`src/rtl/sc_gap_timer.sv`:
```
// Gap counter with synchronous clear and enable; term_c flags the terminal count and the
// counter holds there until cleared.
module sc_gap_timer #(
  parameter int unsigned TERMINAL = 4095
) (
  input  logic clk,
  input  logic rst,
  input  logic clr,
  input  logic en,
  output logic term_c
);

  localparam int unsigned CW = (TERMINAL < 2) ? 1 : $clog2(TERMINAL + 1);

  logic [CW-1:0] cnt;

  always_ff @(posedge clk) begin
    if (rst || clr) begin
      cnt <= '0;
    end else if (en && !term_c) begin
      cnt <= cnt + CW'(1);
    end
  end

  assign term_c = (cnt == CW'(TERMINAL));

endmodule

```
`config.mk`:
```
export PLATFORM = sky130hd
export DESIGN_NAME = sc_gap_timer
export DESIGN_NICKNAME = d
export VERILOG_FILES = /design/src/rtl/sc_gap_timer.sv
export SDC_FILE = /design/constraint.sdc
export NUM_CORES = 1
export LEC_CHECK = 0
export ABC_AREA = 1
export CELL_PAD_IN_SITES_DETAIL_PLACEMENT = 0
export CELL_PAD_IN_SITES_GLOBAL_PLACEMENT = 1
export CORE_ASPECT_RATIO = 1.2
export CORE_MARGIN = 4
export CORE_UTILIZATION = 39
export DETAILED_ROUTE_END_ITERATION = 7
export PLACE_DENSITY_LB_ADDON = 0.1
export SYNTH_ARGS = -nofsm -noshare
export SYNTH_HDL_FRONTEND = slang
export SYNTH_SLANG_ARGS = --single-unit
```
`constraint.sdc`:
```
create_clock -name clk -period 1.7 [get_ports clk]
set_input_delay 0.34 -clock clk [delete_from_list [all_inputs] [get_ports clk]]
set_output_delay 0.34 -clock clk [all_outputs]
set_load 0.03 [all_outputs]
```
==> results_dict.tcl, run 1 <==
set metrics [dict create \
    antenna_found_initial 0 \
    p_per_area_nw_per_um2 604 \
    antenna_left 0 \
    grt_first_pass_wirelength_um 2260 \
    final_cell_mix "23 x nand2_1, 20 x nor2_1, 9 x inv_1" \
    finalSetupViolations 0 \
    seqPwrFrac 0.585 \
    largest_reg_flops 12 \
    cts_tree "built" \
    irDropWorstVdd_mv 0.352 \
    cp_max_fo 4 \
    p_int_uw 380 \
    dieArea_um2 2560 \
    cts_sinks 12 \
    clkLatencyLatePin_ps 260 \
    worst_slack_ps 95.7 \
    cts-hold-fix-buffers 0 \
    final_common_cell "nand2_1" \
    synth_seq_cells 12 \
    dp_hpwl_um 997 \
    synth_nets 110 \
    min_delay_path_depth 2 \
    num-nets-final 119 \
    tightestPinTransition_ps 289 \
    finalWirelength_um 1320 \
    fp.dieW_um 46.9 \
    drc_errors 0 \
    wl_per_cell_um 10.1 \
    combPwrFrac 0.067 \
    rsz0062_at_grt "no" \
    largest-register "cnt" \
    finalCritPeriodShare 0.944 \
    clkPwrFrac 0.348 \
    num_rows 16 \
    ys_warn_count 0 \
    num_antenna_cells 0 \
    max_freq_mhz 623 \
    max_cap_violations 0 \
    clkSlewWorstSetupHoldPaths_ps 70 \
    finalInstanceArea_um2 805 \
    syn_inst 105 \
    grt_max_degree 17 \
    dpl_cell_area_um2 761 \
    place_ws_ps 60.3 \
    r2r.worst_path.cells 9 \
    cp-end-kind "primary output" \
    crit_type "reg -> out" \
    portBuffers 4 \
    route.vias.total 636 \
    cp_data_required_time_ps 1360 \
    reg_top3 "cnt: 12 flops" \
    drive_gt1_frac 0.223 \
    finalHoldViolations 0 \
    io_pins 5 \
    power_leakage_uw 0.000304 \
    yosysSeqAreaShare 0.339 \
    fin_crit_ps 1600 \
    initial_utilization 0.421 \
    worstSetupStartpointType "flip-flop" \
    finalMaxSlewViolations 0 \
    synth_area_per_cell_um2 6.74 \
    routed_via_density 4.89 \
    grt.total_usage 0.128 \
    synthTopCellsByArea "dfxtp_1 34%, nand2_1 13%, nor2_1 11%, a21oi_1 5.7%, nand3_1 5.7%" \
    setup_tns_ps 0 \
    synth_top_cell_area_share 0.339 \
    slew_headroom 0.806 \
    yosysUniqueCellTypes 22 \
    switching_share 0.218 \
    skew_ps 0.377 \
    cts_buffer_depth 2 \
    drt_pass1_iterations 4 \
    die_y_um 54.7 \
    synth_area_um2 708 \
    cts-root-buf "clkbuf_4" \
    drt-initial-drc-count 9 \
    coreArea_um2 1680 \
    grt_pass1_vias 558 \
    synth_largest_area_cell "dfxtp_1" \
    grt_overflow 0 \
    hold_path.class "reg -> reg" \
    holdWs_ps 489 \
    areaGrowthSynthToFinish_pct 13.6 \
    place_congestion 0.771 \
    status "complete, no violations" \
    switchingPower_uw 106 \
    h-tree-depth 1 \
    numCtsBuffers 3 \
    cp.arrival_ps 1260 \
]
-- cell usage after synthesis (all sizes together) --
master / instances
clkbuf: 1
o21ai: 2
nand3: 11
nand4: 1
nand3b: 5
nor2: 22
nor3: 2
nor3b: 1
nand2: 25
inv: 12
ha: 1
buf: 2
a21oi: 8
dfxtp: 12
-- stage by stage --
stage | utilization | power [uW] | instances
floorplan | - | 312 | 105
global placement | 0.452 | 324 | 126
detailed placement | 0.452 | 325 | 126
CTS | 0.468 | 497 | 129
global route | 0.478 | 511 | 130
finish | 0.478 | 486 | 130
-- critical path: stages, from the launching register on --
cell     delay (ps)
dfxtp_2         360
ha_1            190
nand2_2         110
nor2_4          100
nand2_1          50
inv_1            40
buf_4           140
-- power groups by stage --
stage	Sequential [uW]	Combinational [uW]	Clock (uW)
after detailed placement	292	32.9	0
after global placement	292	32.7	0
final	284	32.5	169
after global routing	284	37.1	189
after floorplan	291	20.8	0
after CTS	285	33.2	178
-- repair_timing --
item / CTS / global route
pin swaps: 0 / 2
buffers inserted: 0 / 1
resized for setup: 2 / 7
endpoints found under the setup margin: 1 / 1
-- cells by family (layout without fill, tap and decap cells) --
kind of cell	Yosys count	after routing	share of synthesized area
compound gates	10	10	0.0707
fa+ha+maj	1	1	0.0177
buf+inv	15	22	0.0954
flops	12	12	0.339
simple gates	67	67	0.477
-- area by class of cell --
cell class / instances / area (um^2)
sequential: 12 / 251
timing repair buffer: 7 / 60.1
multi-input combinational: 78 / 403
clock buffer: 3 / 22.5
fill: 180 / 877
tap: 18 / 22.5
inverter: 12 / 45.0
-- per-layer routing --
metal | vias to the layer above | share of wire | global-route usage
met5 | - | 0 | 0
met1 | 268 | 0.43 | 0.143
met2 | 12 | 0.50 | 0.210
met3 | 4 | 0.043 | 0.0197
li1 | 352 | - | -
met4 | 0 | 0.026 | 0.0968
-- final timing paths --
kind	start	endpoint	slack [ps]
setup / recovery	cnt[0]	term_c	100
hold reg to reg	cnt[1]	cnt[1]	490
hold / removal	cnt[1]	cnt[1]	490
setup reg to reg	cnt[0]	cnt[1]	270
Power figures use the tool's default switching activity.
==> run 2, diff against run 1 <==
--- a/config.mk
+++ b/config.mk
@@ -13,6 +13,7 @@
 export CORE_UTILIZATION = 39
 export DETAILED_ROUTE_END_ITERATION = 7
 export PLACE_DENSITY_LB_ADDON = 0.1
+export REMOVE_ABC_BUFFERS = 1
 export SYNTH_ARGS = -nofsm -noshare
 export SYNTH_HDL_FRONTEND = slang
 export SYNTH_SLANG_ARGS = --single-unit
==> run 2 against run 1 <==
Against the previous run:
- clock power up 6%
- die area did not move
- global-route usage rose by 0.59 points
- total power rose by 1.9%
- critical path depth did not move
- maximum frequency is 0.98% lower
- highest routed layer unchanged
- largest power group unchanged
- largest cell class unchanged
==> results_dict.tcl, run 2 (synthesized netlist as in run 1, its figures left out) <==
set metrics [dict create \
    status "complete, no violations" \
    drive_gt1_frac 0.214 \
    grt_pass1_vias 598 \
    worstSetupStartpointType "flip-flop" \
    antenna_left 0 \
    finalMaxSlewViolations 0 \
    seqPwrFrac 0.573 \
    cpMaxStageDelayCell "dfxtp_2" \
    rsz0062_at_grt "no" \
    p_per_area_nw_per_um2 616 \
    drt-initial-drc-count 7 \
    h-tree-depth 1 \
    clkSlewWorstSetupHoldPaths_ps 80 \
    combPwrFrac 0.065 \
    hold_path.class "reg -> reg" \
    switchingPower_uw 115 \
    final_cell_mix "23 x nand2_1, 20 x nor2_1, 9 x inv_1" \
    slowest_delay_ps 370 \
    grt_max_degree 17 \
    cp_max_fo 4 \
    setup_tns_ps 0 \
    slew_headroom 0.801 \
    worst_slack_ps 79.9 \
    switching_share 0.232 \
    grt.total_usage 0.134 \
    finalWirelength_um 1360 \
    multi_input_area_um2 403 \
    crit_type "reg -> out" \
    numCtsBuffers 3 \
    finalCritPeriodShare 0.953 \
    p_int_uw 380 \
    clkPwrFrac 0.361 \
    largest-register "cnt" \
    cts_tree "built" \
    power_leakage_uw 0.000303 \
    final_common_cell "nand2_1" \
    cts-hold-fix-buffers 0 \
    dp_hpwl_um 996 \
    seq_area_um2 250 \
    cts-root-buf "clkbuf_4" \
    cts_sinks 12 \
    place_ws_ps 0.808 \
    crit_chain "ha_1 > nand2_2 > nor2_4 > nand2_1 > inv_1 > buf_4" \
    skew_ps 3.76 \
    fp.dieW_um 46.9 \
    wl_per_cell_um 10.5 \
    max_cap_violations 0 \
    routed_via_density 4.91 \
    clkLatencyLatePin_ps 270 \
    dieArea_um2 2560 \
    place_congestion 0.819 \
    cp.arrival_ps 1280 \
    initial_utilization 0.421 \
    coreArea_um2 1680 \
    grt_first_pass_wirelength_um 2410 \
    fin_crit_ps 1620 \
    drc_errors 0 \
    num-nets-final 119 \
    finalSetupViolations 0 \
    die_y_um 54.7 \
    cp-end-kind "primary output" \
    cts_buffer_depth 2 \
    num_antenna_cells 0 \
    cp_data_required_time_ps 1360 \
    antenna_found_initial 0 \
    tightestPinTransition_ps 297 \
    io_pins 5 \
    irDropWorstVdd_mv 0.384 \
    num_rows 16 \
    finalHoldViolations 0 \
    grt_overflow 0 \
    portBuffers 4 \
    largest_reg_flops 12 \
    drt_pass1_iterations 5 \
    areaGrowthSynthToFinish_pct 13.4 \
    max_freq_mhz 617 \
    num-fill-cells 188 \
    route.vias.total 638 \
    reg_top3 "cnt: 12 flops" \
]
-- run 2: layer usage --
layer  global-route usage  up-vias  wire (um)
met5                    0        -          0
met3               0.0197        2         45
met1                0.149      277        623
met4               0.0829        0         12
li1                     -      350          -
met2                0.231        9        680
-- run 2: final timing paths --
path / start / end / slack, ps / cells past startpoint
min reg2reg: cnt[8] / cnt[8] / 500 / 2
max reg2reg: cnt[0] / cnt[1] / 270 / 9
min: cnt[8] / cnt[8] / 500 / 2
max: cnt[0] / term_c / 80 / 6
-- run 2: per-stage QoR --
stage	util	total power [uW]	area (um^2)	hold WS, ps	cells
after detailed placement	0.452	325	761	505	126
final	0.478	495	803	497	130
after floorplan	-	308	686	468	102
after global placement	0.452	324	761	494	126
after CTS	0.468	504	787	514	129
after global routing	0.478	518	803	534	130
-- run 2: timing repair --
item / CTS / global route
resized for setup: 2 / 6
setup endpoints to repair: 1 / 1
endpoints found under the hold margin: 0 / 0
buffers inserted: 0 / 1
pin swaps: 0 / 2
-- run 2: power groups by stage --
stage	registers, uW	logic [uW]	clock network, uW
floorplan	291	16.4	0
global placement	292	32.1	0
detailed placement	292	32.8	0
CTS	285	32.8	186
global route	284	37.5	196
finish	284	32.3	179
-- run 2: area by class of cell --
cell class / count / area share
flip-flops and latches: 12 / 0.312
inverters: 12 / 0.0561
multi-input cells: 78 / 0.502
repair buffers: 7 / 0.0748
well taps: 18 / 0.0280
clock buffers: 3 / 0.0280
-- run 2: critical path, delay by kind of cell, from the launching register on --
kind	cells	cell delay, ps
buf+inv	2	180
fa+ha+maj	1	190
flops	1	370
simple gates	3	270
